$ cat src/rtl/rpsc_pkg.sv
// Shared types and constants for the RPSC interlock conditioner.
package rpsc_pkg;

  localparam int unsigned FirstIdxW = 5;
  localparam int unsigned TripCntW  = 8;

  typedef enum logic [1:0] {
    StInit  = 2'd0,
    StRun   = 2'd1,
    StFault = 2'd2
  } state_e;

  // Index of the lowest set bit; 0 when no bit is set.
  function automatic logic [FirstIdxW-1:0] lowest_idx(input logic [31:0] v);
    logic [FirstIdxW-1:0] idx;
    idx = '0;
    for (int i = 31; i >= 0; i--) begin
      if (v[i]) idx = FirstIdxW'(i);
    end
    return idx;
  endfunction

endpackage

$ cat src/rtl/rpsc_debounce.sv
// Single interlock channel: 2-flop synchroniser followed by a stability
// counter; the filtered level only moves after DEBOUNCE_CYCLES consecutive
// synchronised samples disagree with it.
module rpsc_debounce #(
  parameter int unsigned DEBOUNCE_CYCLES = 1000
) (
  input  logic clk,
  input  logic reset,
  input  logic raw,
  output logic ok_filt
);

  localparam int unsigned CntW = $clog2(DEBOUNCE_CYCLES + 3);
  localparam logic [CntW-1:0] CntLast = CntW'(DEBOUNCE_CYCLES - 1);

  logic            sync1_q, sync2_q;
  logic [CntW-1:0] cnt_q, cnt_d;
  logic            filt_q, filt_d;

  // Count disagreeing samples; any agreeing sample restarts the window.
  always_comb begin
    cnt_d  = '0;
    filt_d = filt_q;
    if (sync2_q != filt_q) begin
      if (cnt_q == CntLast) begin
        filt_d = sync2_q;
      end else begin
        cnt_d = cnt_q + 1'b1;
      end
    end
  end

  // Synchroniser, counter and filtered level; fail-safe low out of reset.
  always_ff @(posedge clk or posedge reset) begin
    if (reset) begin
      sync1_q <= 1'b0;
      sync2_q <= 1'b0;
      cnt_q   <= '0;
      filt_q  <= 1'b0;
    end else begin
      sync1_q <= raw;
      sync2_q <= sync1_q;
      cnt_q   <= cnt_d;
      filt_q  <= filt_d;
    end
  end

  assign ok_filt = filt_q;

endmodule

$ cat src/rtl/rpsc_interlock_cond.sv
// Interlock input conditioner ahead of RPSC card 1: debounces the field
// interlocks, latches unmasked losses, records the first trip and drives a
// registered Not_Alarm summary. Optional per-channel trip counters are built
// when RPSC_TRIP_COUNT_EN is defined.
module rpsc_interlock_cond
  import rpsc_pkg::*;
#(
  parameter int unsigned N_CH            = 8,
  parameter int unsigned DEBOUNCE_CYCLES = 1000
) (
  input  logic                 clk,
  input  logic                 reset,
  input  logic [N_CH-1:0]      i_raw,
  input  logic [N_CH-1:0]      i_mask,
  input  logic                 i_ack,
  output logic [N_CH-1:0]      o_ok_filt,
  output logic [N_CH-1:0]      o_fault_latched,
  output logic [FirstIdxW-1:0] o_first_fault,
  output logic                 o_first_valid,
  output logic                 o_not_alarm,
  output logic [1:0]           o_state
`ifdef RPSC_TRIP_COUNT_EN
  ,
  output logic [N_CH*TripCntW-1:0] o_trip_count
`endif
);

  localparam int unsigned CNT_W = $clog2(DEBOUNCE_CYCLES + 3);
  localparam logic [CNT_W-1:0] SettleLast = CNT_W'(DEBOUNCE_CYCLES + 2);

  logic [N_CH-1:0]      ok_filt;
  logic [N_CH-1:0]      bad;
  logic [FirstIdxW-1:0] bad_idx;

  state_e               state_q, state_d;
  logic [CNT_W-1:0]     settle_q, settle_d;
  logic [N_CH-1:0]      latch_q, latch_d;
  logic [FirstIdxW-1:0] first_q, first_d;
  logic                 valid_q, valid_d;
  logic                 na_q, na_d;

  for (genvar k = 0; k < N_CH; k++) begin : g_ch
    rpsc_debounce #(
      .DEBOUNCE_CYCLES(DEBOUNCE_CYCLES)
    ) u_debounce (
      .clk    (clk),
      .reset  (reset),
      .raw    (i_raw[k]),
      .ok_filt(ok_filt[k])
    );
  end

  assign bad     = ~ok_filt & ~i_mask;
  assign bad_idx = lowest_idx(32'(bad));

  // Next-state logic for the settle/run/fault sequencer and fault record.
  always_comb begin
    state_d  = state_q;
    settle_d = settle_q;
    latch_d  = latch_q;
    first_d  = first_q;
    valid_d  = valid_q;
    na_d     = 1'b0;
    case (state_q)
      StInit: begin
        if (settle_q == SettleLast) begin
          settle_d = '0;
          if (bad == '0) begin
            state_d = StRun;
            na_d    = 1'b1;
          end else begin
            state_d = StFault;
            latch_d = bad;
            first_d = bad_idx;
            valid_d = 1'b1;
          end
        end else begin
          settle_d = settle_q + 1'b1;
        end
      end
      StRun: begin
        na_d = 1'b1;
        if (bad != '0) begin
          state_d = StFault;
          na_d    = 1'b0;
          latch_d = latch_q | bad;
          if (!valid_q) begin
            first_d = bad_idx;
            valid_d = 1'b1;
          end
        end
      end
      StFault: begin
        if (i_ack) begin
          // Ack drops every latched channel that is no longer bad.
          latch_d = latch_q & bad;
          if ((latch_d == '0) && (bad == '0)) begin
            state_d = StRun;
            na_d    = 1'b1;
            valid_d = 1'b0;
            first_d = '0;
          end
        end else begin
          latch_d = latch_q | bad;
        end
      end
      default: begin
        state_d = StFault;
        latch_d = latch_q | bad;
      end
    endcase
  end

  // Sequencer and fault-record registers.
  always_ff @(posedge clk or posedge reset) begin
    if (reset) begin
      state_q  <= StInit;
      settle_q <= '0;
      latch_q  <= '0;
      first_q  <= '0;
      valid_q  <= 1'b0;
      na_q     <= 1'b0;
    end else begin
      state_q  <= state_d;
      settle_q <= settle_d;
      latch_q  <= latch_d;
      first_q  <= first_d;
      valid_q  <= valid_d;
      na_q     <= na_d;
    end
  end

  assign o_ok_filt       = ok_filt;
  assign o_fault_latched = latch_q;
  assign o_first_fault   = first_q;
  assign o_first_valid   = valid_q;
  assign o_not_alarm     = na_q;
  assign o_state         = state_q;

`ifdef RPSC_TRIP_COUNT_EN
  logic [N_CH*TripCntW-1:0] trip_q, trip_d;

  // Saturating count of 0->1 transitions of each latched bit.
  always_comb begin
    trip_d = trip_q;
    for (int k = 0; k < N_CH; k++) begin
      if (latch_d[k] && !latch_q[k] && (trip_q[k*TripCntW +: TripCntW] != '1)) begin
        trip_d[k*TripCntW +: TripCntW] = trip_q[k*TripCntW +: TripCntW] + 1'b1;
      end
    end
  end

  // Trip counters survive acknowledge; only reset clears them.
  always_ff @(posedge clk or posedge reset) begin
    if (reset) begin
      trip_q <= '0;
    end else begin
      trip_q <= trip_d;
    end
  end

  assign o_trip_count = trip_q;
`endif

endmodule

$ cat config.mk
export PLATFORM = sky130hd
export DESIGN_NAME = rpsc_interlock_cond
export DESIGN_NICKNAME = d
export VERILOG_FILES = /design/src/rtl/rpsc_pkg.sv /design/src/rtl/rpsc_debounce.sv /design/src/rtl/rpsc_interlock_cond.sv
export SDC_FILE = /design/constraint.sdc
export NUM_CORES = 1
export LEC_CHECK = 0
export CORE_ASPECT_RATIO = 1.25
export CORE_UTILIZATION = 64
export DETAILED_ROUTE_END_ITERATION = 10
export PLACE_DENSITY = 0.86
export RECOVER_POWER = 50
export SLEW_MARGIN = 25
export SYNTH_ARGS = -nofsm -noshare
export SYNTH_HDL_FRONTEND = slang
export SYNTH_HIERARCHICAL = 1
export SYNTH_SLANG_ARGS = --single-unit
$ cat constraint.sdc
create_clock -name clk -period 5.4 [get_ports clk]
set_clock_uncertainty 0.05 [all_clocks]
set_input_delay 0.81 -clock clk [delete_from_list [all_inputs] [get_ports clk]]
set_output_delay 0.81 -clock clk [all_outputs]
set_load 0.03 [all_outputs]
Yosys cells after proc, flatten, opt, wreduce, memory -nomap -nowiden:

Cells that the tools add are included.

* add/subtract/negate cells: 9
* multiplexer cells: 55
* bitwise logic cells: 5
* reduce and logical (&&, ||, !) cells: 18
* eq/ne operators: 25

Operator list (count)
* 10-bit two-way mux: 17
* 10-bit by 1-bit adder with 10-bit output, second input constant: 9
* 10-bit == test, second input constant: 9
* 5-bit two-way mux: 13
* 8-bit two-way mux: 4
* 8-bit one-hot mux with 3 select lines: 1
* 8-bit AND: 2
* 8-bit logical NOT: 2
* 8-bit NOT: 2
* 2-bit AND reduction: 8
* 5-bit one-hot mux with 3 select lines: 1
* 2-bit != test, second input constant: 6
* 1-bit two-way mux: 10
* 2-bit two-way mux: 5
* 1-bit != test: 8
* 8-bit OR: 1
* 8-bit nonzero test: 1
* 7-bit AND reduction: 1
* 1-bit one-hot mux with 3 select lines: 2
* 2-bit one-hot mux with 3 select lines: 1
* 6-bit AND reduction: 1
* 4-bit AND reduction: 1
* 3-bit two-way mux: 1
* 3-bit AND reduction: 1
* other kinds (5): 5

* bits of input ports: 19
* register bits after elaboration: 131

Logic depth before layout (Yosys ltp):

Gate-level depths: netlist of the first run.

* word-level depth: 13
* mapped depth: 7
* depth with buffers taken out: 6

Modules after synthesis:

Netlist of the first run, hierarchy kept.

Modules (own cells, without submodules)
* rpsc_debounce: times used 8, cells each 59, area each 625.6 um^2, seq. area each 325.3 um^2
* rpsc_interlock_cond: times used 1, cells each 168, area each 1457.6 um^2, seq. area each 625.6 um^2

Worst setup path before layout of the first run:

No wires, ideal clock.

* path type: input to register
* from: input i_mask[7]
* to: register first_q[1] (netlist: o_first_fault[1])
* arrival: 2.067 ns
* cell stages on the path: 5
* library setup time: 0.125 ns
* path slack: 3.158 ns
* required time: 5.225 ns
* cell sequence: o22ai_1 -> or4_1 -> buf_2 -> o22ai_1 -> mux2_2

* longest elaborated chain between the ends: 13

Ends and longest elaborated chain
* start, declared: RTL line rpsc_interlock_cond.sv:14 `input logic [N_CH-1:0] i_mask,`
* 8-bit NOT (*): RTL line rpsc_interlock_cond.sv:53 `assign bad = ~ok_filt & ~i_mask;`
* 8-bit AND (*): RTL line rpsc_interlock_cond.sv:53
* 3-bit two-way mux: RTL line rpsc_pkg.sv:18 `if (v[i]) idx = FirstIdxW'(i);`
* 5-bit two-way mux (7 in a row): RTL line rpsc_pkg.sv:18
* 5-bit two-way mux, on equally long branches: RTL line rpsc_interlock_cond.sv:87, rpsc_interlock_cond.sv:68
* 5-bit two-way mux, on equally long branches: RTL line rpsc_interlock_cond.sv:83, rpsc_interlock_cond.sv:66
* 5-bit one-hot mux with 3 select lines: RTL line rpsc_interlock_cond.sv:64 `case (state_q)`
* end signal, assigned: RTL line rpsc_interlock_cond.sv:127 `first_q <= first_d;`
* end, declared: RTL line rpsc_interlock_cond.sv:38 `logic [FirstIdxW-1:0] first_q, first_d;`

Every way passes the cells marked *; elsewhere a longest branch is shown, timed or not. The select of a mux whose other input is x is not followed.
A chain may end at the register's enable or synchronous reset.

Worst setup path after layout of the first run:

* from: register state_q[1] (netlist: o_state[1])
* to: output o_state[1]

RTL lines
* start, declared: RTL line rpsc_interlock_cond.sv:35 `state_e state_q, state_d;`
* start signal, assigned: RTL line rpsc_interlock_cond.sv:117 `state_q <= StInit;`
* start signal, assigned: RTL line rpsc_interlock_cond.sv:124 `state_q <= state_d;`
* end, declared: RTL line rpsc_interlock_cond.sv:21 `output logic [1:0] o_state`

No word-level cell between the ends.

==> results of run 1 <==
-- flip-flops by register name (all words and copies together), names as in the netlist --
register	flops
settle_q	10
o_first_fault	3
g_ch.u_debounce/ok_filt	8
o_first_valid	1
o_fault_latched	8
o_not_alarm	1
o_state	2
g_ch.u_debounce/cnt_q	80
g_ch.u_debounce/sync1_q	8
g_ch.u_debounce/sync2_q	8
-- stage by stage --
stage | setup WS [ns] | hold slack [ns] | utilization, % | area, µm² | power (mW)
final | 2.668 | 0.2993 | 77.50 | 7525 | 2.424
after detailed placement | 2.344 | 0.2871 | 72.10 | 7000 | 1.250
after global placement | 2.363 | 0.2816 | 72.10 | 7000 | 1.239
after global routing | 2.593 | 0.3055 | 77.50 | 7525 | 2.512
after CTS | 2.683 | 0.3037 | 78.52 | 7624 | 2.441
after floorplan | 3.158 | 0.2812 | - | 6466 | 1.179
-- cells by family (layout without fill, tap and decap cells) --
| group | after synthesis | count (layout) | synth area share, % |
|---|---|---|---|
| and+or+nand+nor | 289 | 289 | 24.10 |
| DFF | 129 | 129 | 49.95 |
| AOI/OAI and AO/OA | 105 | 105 | 11.04 |
| xor gates and xnor gates | 63 | 63 | 8.538 |
| buffers and inverters | 33 | 99 | 2.168 |
| adders and majority gates | 10 | 10 | 1.936 |
| muxes | 10 | 10 | 2.207 |
| other | 1 | 2 | 0.05803 |
-- routing by layer --
metal / track usage (%) / vias up / wire (µm)
met5: 0 / - / 0
met1: 35.56 / 2519 / 5814
li1: - / 2378 / -
met2: 50.75 / 189 / 7251
met3: 5.910 / 33 / 676
met4: 12.92 / 0 / 405
-- placed cells by master, fill, tap and decap left out, drive strengths merged, types with 2 or more instances in the layout --
| cell type | instances |
|---|---|
| dfrtp | 129 |
| nor2 | 100 |
| nand3 | 53 |
| nand2 | 48 |
| xor2 | 33 |
| clkdlybuf4s50 | 32 |
| xnor2 | 30 |
| a21oi | 29 |
| inv | 26 |
| and3 | 24 |
| o21ai | 21 |
| clkbuf | 20 |
| nor3 | 13 |
| nand4 | 10 |
| nand2b | 10 |
| a31oi | 10 |
| ha | 10 |
| mux2 | 10 |
| dlygate4sd3 | 9 |
| a32o | 8 |
| and4bb | 8 |
| o21bai | 8 |
| a311o | 8 |
| o211a | 8 |
| nor4b | 8 |
| or2 | 6 |
| o22ai | 5 |
| clkinvlp | 4 |
| clkinv | 4 |
| bufinv | 3 |
| nor4 | 2 |
| and2 | 2 |
| conb | 2 |
| o31ai | 2 |
-- final cells by class --
| type | instances | share of cell area [%] |
|---|---|---|
| Clock inverter | 12 | 2.078 |
| Clock buffer | 20 | 6.202 |
| Multi-Input combinational cell | 479 | 39.92 |
| Sequential cell | 129 | 42.90 |
| Tap cell | 126 | 2.095 |
| Inverter | 25 | 1.247 |
| Timing Repair Buffer | 42 | 5.554 |
-- Yosys cell counts, types with 4 or more instances --
cell type / instances / area [µm²]
dfrtp_1: 129 / 3228
nor2_1: 100 / 375.4
nand3_1: 53 / 265.3
nand2_1: 48 / 180.2
xor2_1: 33 / 289.0
xnor2_1: 30 / 262.8
a21oi_1: 29 / 145.1
inv_1: 25 / 93.84
o21ai_0: 21 / 105.1
and3_2: 16 / 120.1
nor3_1: 13 / 65.06
a31oi_1: 10 / 62.56
ha_1: 10 / 125.1
nand2b_1: 10 / 62.56
a311o_1: 8 / 80.08
a32o_1: 8 / 80.08
and3_1: 8 / 50.05
and4bb_1: 8 / 100.1
mux2_4: 8 / 120.1
nand4_2: 8 / 100.1
nor4b_2: 8 / 120.1
o211a_1: 8 / 80.08
o21bai_1: 8 / 60.06
or2_2: 6 / 37.54
o22ai_1: 5 / 31.28
clkbuf_1: 4 / 15.01
-- power groups by stage --
| stage | combinational [mW] | clock [mW] | sequential [mW] |
|---|---|---|---|
| after global placement | 0.173 | 0 | 1.07 |
| after global routing | 0.201 | 1.25 | 1.06 |
| after detailed placement | 0.181 | 0 | 1.07 |
| after floorplan | 0.105 | 0 | 1.07 |
| after CTS | 0.183 | 1.20 | 1.05 |
| final | 0.180 | 1.19 | 1.05 |
-- how the worst max path moves through the flow --
stage	start	endpoint
final	o_state[1]	o_state[1]
after global routing	i_mask[7]	o_first_fault[2]
after CTS	o_state[1]	o_state[1]
after detailed placement	i_mask[7]	o_first_fault[2]
after global placement	i_mask[7]	o_first_fault[1]
after floorplan	i_mask[7]	o_first_fault[1]
-- worst register-to-register path, cell delays in order (launching register included) --
cell	delay [ns]
dfrtp_1	0.51
o22ai_1	0.18
or4_1	0.79
o22ai_1	0.28
mux2_2	0.37
==> summary.txt, run 1 <==
Status
  • Status: finished, final reports clean

Drt
  • DRT iter0 DRCs: around 300
  • Via count: around 5000
  • Routed vias/inst: between 6 and 7
  • Drt first pass iters: 7
  • Routed length per instance: ~17 µm
  • Final WL: approximately 14 mm
  • Drt drc: 0
  • Post-route ant nets: 0

Min path
  • Worst Hold Launch: g_ch[7].u_debounce/sync1_q
  • Hold WC Path Type: flop to flop
  • Hold Path Depth: 0
  • Min-Delay Endpoint: g_ch[7].u_debounce/sync2_q

Critical path
  • Worst path max stage delay: around 0.79 ns
  • CP required: 4.54 ns
  • Worst-path maximum fanout: 16
  • Crit path max-delay family: buffers and inverters
  • CP cell instances: clkdlybuf4s50_1
  • Arr. time, crit path: 1.87 ns
  • Register-to-Register Setup Slack: between 3 and 4 ns
  • Crit path max-delay cell type: clkdlybuf4s50_1
  • Crit Path Category: flop to output pin
  • Crit end category: output pin
  • FF-to-FF End: o_first_fault[2]
  • Reg-to-Reg Start: g_ch[4].u_debounce/ok_filt
  • Startpoint Class: flop
  • WP depth: 1
  • WP buf/inv: 1
  • Worst R2R Path Depth: 4

Yosys
  • EDFF count, synth: 0
  • Post-synth top flop: dfrtp_1
  • Synth cell types: 46
  • Post-Syn Instances: 640
  • Cell Area, Synth: around 0.0065 mm²
  • Synthesis Warnings: 6
  • Flops & latches, synth: ~130
  • Ys async rst share: 100.0%
  • Sequential area share after synthesis: between 40 and 50%
  • Synth Area per Inst: 10.10 µm²

Job
  • Max cap viols: 0

CTS
  • Reg clk slew, reported paths: approximately 0.060 ns
  • H-tree levels: 4
  • Root buf cell: clkbuf_16
  • Clock Latency Late Sink: about 0.42 ns
  • Postcts setup bufs: 0
  • Hold_buf cts: 0
  • Post_cts resized: 0
  • Max Buffers Root-to-Sink: 2
  • CTS tree: done
  • # clock sinks: around 130
  • Inserted Clock Buffers: 17

Global routing
  • Gr ovfl total: 0
  • Initial antenna violation count: 0
  • Tot GR Track Use: between 20% and 30%
  • Largest net degree at the start of global routing: 26
  • First-pass GRT wire length: approximately 24 mm
  • Vias in the first global route: about 5200

Timing
  • Slew at the pin closest to its max-slew limit: between 0.7 and 0.8 ns
  • Endpoints failing setup: 0
  • Slew margin rel.: around half
  • Max Slew Vio Count: 0
  • Final period util: 50.60%
  • Fin Setup TNS: 0 ns
  • Crit path time final: between 2 and 3 ns
  • RSZ-0062 raised after global routing: no
  • Fin. Hold Viols: 0
  • Fmax: 366.0 MHz

Final layout
  • Non-Filler Instances: between 800 and 900
  • Multi-input gate area: between 0.003 and 0.004 mm²
  • Fill count: a little over 600
  • Fin nets: roughly 720
  • Area growth, synth to finish: 16.44%
  • Layout cell share with drive strength beyond 1: 9.194%
  • ANT cells: 0
  • Register area: about 0.0032 mm²

Power and ir drop
  • Sw Share: between 20 and 25%
  • Pwr/cell area: 322.1 mW/mm²
  • Sw power: between 0.5 and 0.6 mW
  • Clock power share: 49.1%
  • VDD IR-drop max: roughly 0.25 mV
  • Combinational Power Share: under 10%
  • Leak: 3.469 nW
  • Reg power frac: about 44%
  • Pint: 1.842 mW

Floorplanning
  • Core footprint: 0.009709 mm²
  • Die height: 114.4 µm
  • Die area: 0.01051 mm²
  • DIE WIDTH: 91.88 µm
  • Initial Util: 66.56%
  • FP Rows: 40
  • # IOs: 44

Place
  • GP Congestion: a little under 0.9
  • Placed insts: ~800
  • # port buffers: 41
  • Dpl hpwl: about 9.8 mm
Note: power is estimated with default switching activity, not from simulation.
==> inputs of run 2 (changes only) <==
--- a/config.mk
+++ b/config.mk
@@ -6,9 +6,9 @@
 export NUM_CORES = 1
 export LEC_CHECK = 0
 export CORE_ASPECT_RATIO = 1.25
-export CORE_UTILIZATION = 64
+export CORE_UTILIZATION = 59
 export DETAILED_ROUTE_END_ITERATION = 10
-export PLACE_DENSITY = 0.86
+export PLACE_DENSITY = 0.8
 export RECOVER_POWER = 50
 export SLEW_MARGIN = 25
 export SYNTH_ARGS = -nofsm -noshare
==> constraint.sdc (replaced) <==
create_clock -name clk -period 2.6 [get_ports clk]
set_clock_uncertainty 0.05 [all_clocks]
set_input_delay 0.39 -clock clk [delete_from_list [all_inputs] [get_ports clk]]
set_output_delay 0.39 -clock clk [all_outputs]
set_load 0.03 [all_outputs]
==> summary.txt, run 2 (synthesis gave the netlist of run 1 again) <==
Floorplanning
  • DIE WIDTH: 95.61 µm
  • Initial Util: about three fifths
  • FP Rows: 42
  • # IOs: between 40 and 50
  • Core footprint: between 0.01 and 0.015 mm²
  • Die height: between 100 and 150 µm
  • Die area: approximately 0.011 mm²

Global routing
  • Largest net degree at the start of global routing: 17
  • Gr ovfl total: 0
  • Tot GR Track Use: between 20% and 30%
  • First-pass GRT wire length: roughly 23 mm
  • Initial antenna violation count: 0
  • Vias in the first global route: roughly 5000

Critical path
  • WP buf/inv: 2
  • CP cell instances: clkbuf_1, clkdlybuf4s50_1
  • Register-to-Register Setup Slack: between 0.5 and 0.6 ns
  • CP required: around 2.2 ns
  • Reg-to-Reg Start: settle_q[0]
  • Arr. time, crit path: between 1.5 and 2 ns
  • Worst setup startpoint: g_ch[2].u_debounce/ok_filt
  • Startpoint Class: flop
  • Crit path max-delay family: buffers and inverters
  • Crit path max-delay cell type: clkdlybuf4s50_1
  • Crit end category: output pin
  • FF-to-FF End: o_first_fault[1]
  • WP depth: 2
  • Worst path max stage delay: between 0.7 and 0.8 ns
  • Worst R2R Path Depth: 6
  • Crit Path Category: flop to output pin
  • Worst-path maximum fanout: 5
  • Crit path to: o_ok_filt[2]

Final layout
  • Register area: ~0.0032 mm²
  • Area growth, synth to finish: 19.15%
  • Biggest regs: g_ch.u_debounce/cnt_q: 80 flops, settle_q: 10 flops
  • Layout cell share with drive strength beyond 1: roughly an eighth
  • Multi-input gate area: roughly 0.0031 mm²
  • Max reg flops: 80
  • Leading cell type in the layout, fill and taps excluded: dfrtp_1
  • Final instance area: 0.007700 mm²
  • Fill count: approximately 750
  • Most frequent cells in the layout: dfrtp_1, nor2_1, nand3_1, nand2_1, xor2_1
  • Largest Register: g_ch.u_debounce/cnt_q
  • Fin nets: ~730
  • ANT cells: 0

CTS
  • H-tree levels: 4
  • # clock sinks: about 130
  • Clock Latency Late Sink: between 0.4 and 0.5 ns
  • Post_cts resized: 0
  • Postcts setup bufs: 0
  • Max Buffers Root-to-Sink: 2
  • Root buf cell: clkbuf_16
  • Hold_buf cts: 0
  • Inserted Clock Buffers: 17
  • CTS tree: done
  • Reg clk slew, reported paths: 0.06 ns

Timing
  • Fin. Hold Viols: 0
  • Crit path time final: 2.324 ns
  • Slew at the pin closest to its max-slew limit: approximately 0.66 ns
  • Final period util: between 80% and 90%
  • RSZ-0062 raised after global routing: no
  • Fin Setup TNS: 0 ns
  • Slew margin rel.: between 50% and 60%
  • Fmax: approximately 430 MHz
  • Max Slew Vio Count: 0
  • Endpoints failing setup: 0

Drt
  • Routed vias/inst: 5.961
  • Via count: 5031
  • Drt drc: 0
  • Routed length per instance: around 16 µm
  • Final WL: approximately 14 mm
  • Post-route ant nets: 0
  • DRT iter0 DRCs: approximately 300
  • Drt first pass iters: 4

Place
  • Dpl hpwl: 9.674 mm
  • GP Congestion: a little over 0.9
  • Placed cell area: about 0.0070 mm²
  • # port buffers: 41

Power and ir drop
  • Combinational Power Share: 7.3%
  • Sw power: between 1 and 1.5 mW
  • Pwr/cell area: 675.1 mW/mm²
  • Reg power frac: a little over two fifths
  • VDD IR-drop max: about 0.48 mV
  • Clock power share: between 50% and 60%
  • Pint: 3.995 mW
  • Leak: 3.613 nW
  • Sw Share: a little under a quarter

Status
  • Status: finished, final reports clean

Min path
  • Hold WC Path Type: flop to flop

Job
  • Max cap viols: 0
-- run 2: changes by cell type in the layout (fill, tap and decap cells not counted), moves of 2 or more --
cell | previous run | this run
nor4b_1 | 3 | 0
mux2_1 | 8 | 0
nand4_2 | 0 | 8
buf_4 | 1 | 4
nand4_1 | 10 | 2
clkbuf_1 | 0 | 2
mux2_4 | 0 | 8
bufinv_16 | 3 | 5
nor4b_2 | 5 | 8
-- run 2: layout make-up --
cell class / count / area share (%)
sequential: 129 / 41.92
inverter: 25 / 1.219
clock inverter: 13 / 2.714
timing repair buffer: 47 / 5.817
clock buffer: 19 / 5.882
multi-input combinational: 479 / 40.30
tap: 132 / 2.145
-- run 2: power by group through the flow --
stage	Combinational [mW]	Sequential, mW	Clock [mW]
3_5_place_dp	0.379	2.22	0
6_report	0.377	2.19	2.63
4_1_cts	0.384	2.19	2.67
3_3_place_gp	0.367	2.21	0
2_1_floorplan	0.217	2.23	0
5_1_grt	0.418	2.20	2.77
-- run 2: how the worst min path moves through the flow --
stage                          startpoint                     endpoint  slack, ns  cells past startpoint
6_report       g_ch[5].u_debounce/sync1_q   g_ch[5].u_debounce/sync2_q       0.30                      0
3_3_place_gp   g_ch[7].u_debounce/sync1_q   g_ch[7].u_debounce/sync2_q       0.28                      0
5_1_grt        g_ch[2].u_debounce/sync1_q   g_ch[2].u_debounce/sync2_q       0.31                      0
2_1_floorplan                       reset  g_ch[0].u_debounce/cnt_q[0]       0.22                      1
3_5_place_dp   g_ch[0].u_debounce/sync1_q   g_ch[0].u_debounce/sync2_q       0.29                      0
4_1_cts        g_ch[5].u_debounce/sync1_q   g_ch[5].u_debounce/sync2_q       0.30                      0
-- run 2: through the flow --
step           hold WS (ns)  power [mW]  util (%)  worst slack, ns  cells
2_1_floorplan        0.2170       2.448         -           0.4830    641
6_report             0.3008       5.198     72.54           0.2763    844
4_1_cts              0.3004       5.246     72.61           0.2764    844
3_3_place_gp         0.2834       2.579     66.37           0.2747    812
5_1_grt              0.3061       5.385     72.54           0.2161    844
3_5_place_dp         0.2878       2.598     66.37           0.2024    812
-- run 2: per-layer routing --
metal | part of all wire (%) | global-route usage [%] | vias up
li1 | - | - | 2389
met4 | 2.4 | 12.78 | 0
met1 | 42 | 31.77 | 2508
met2 | 51 | 43.39 | 108
met5 | 0 | 0 | -
met3 | 4.4 | 5.875 | 26
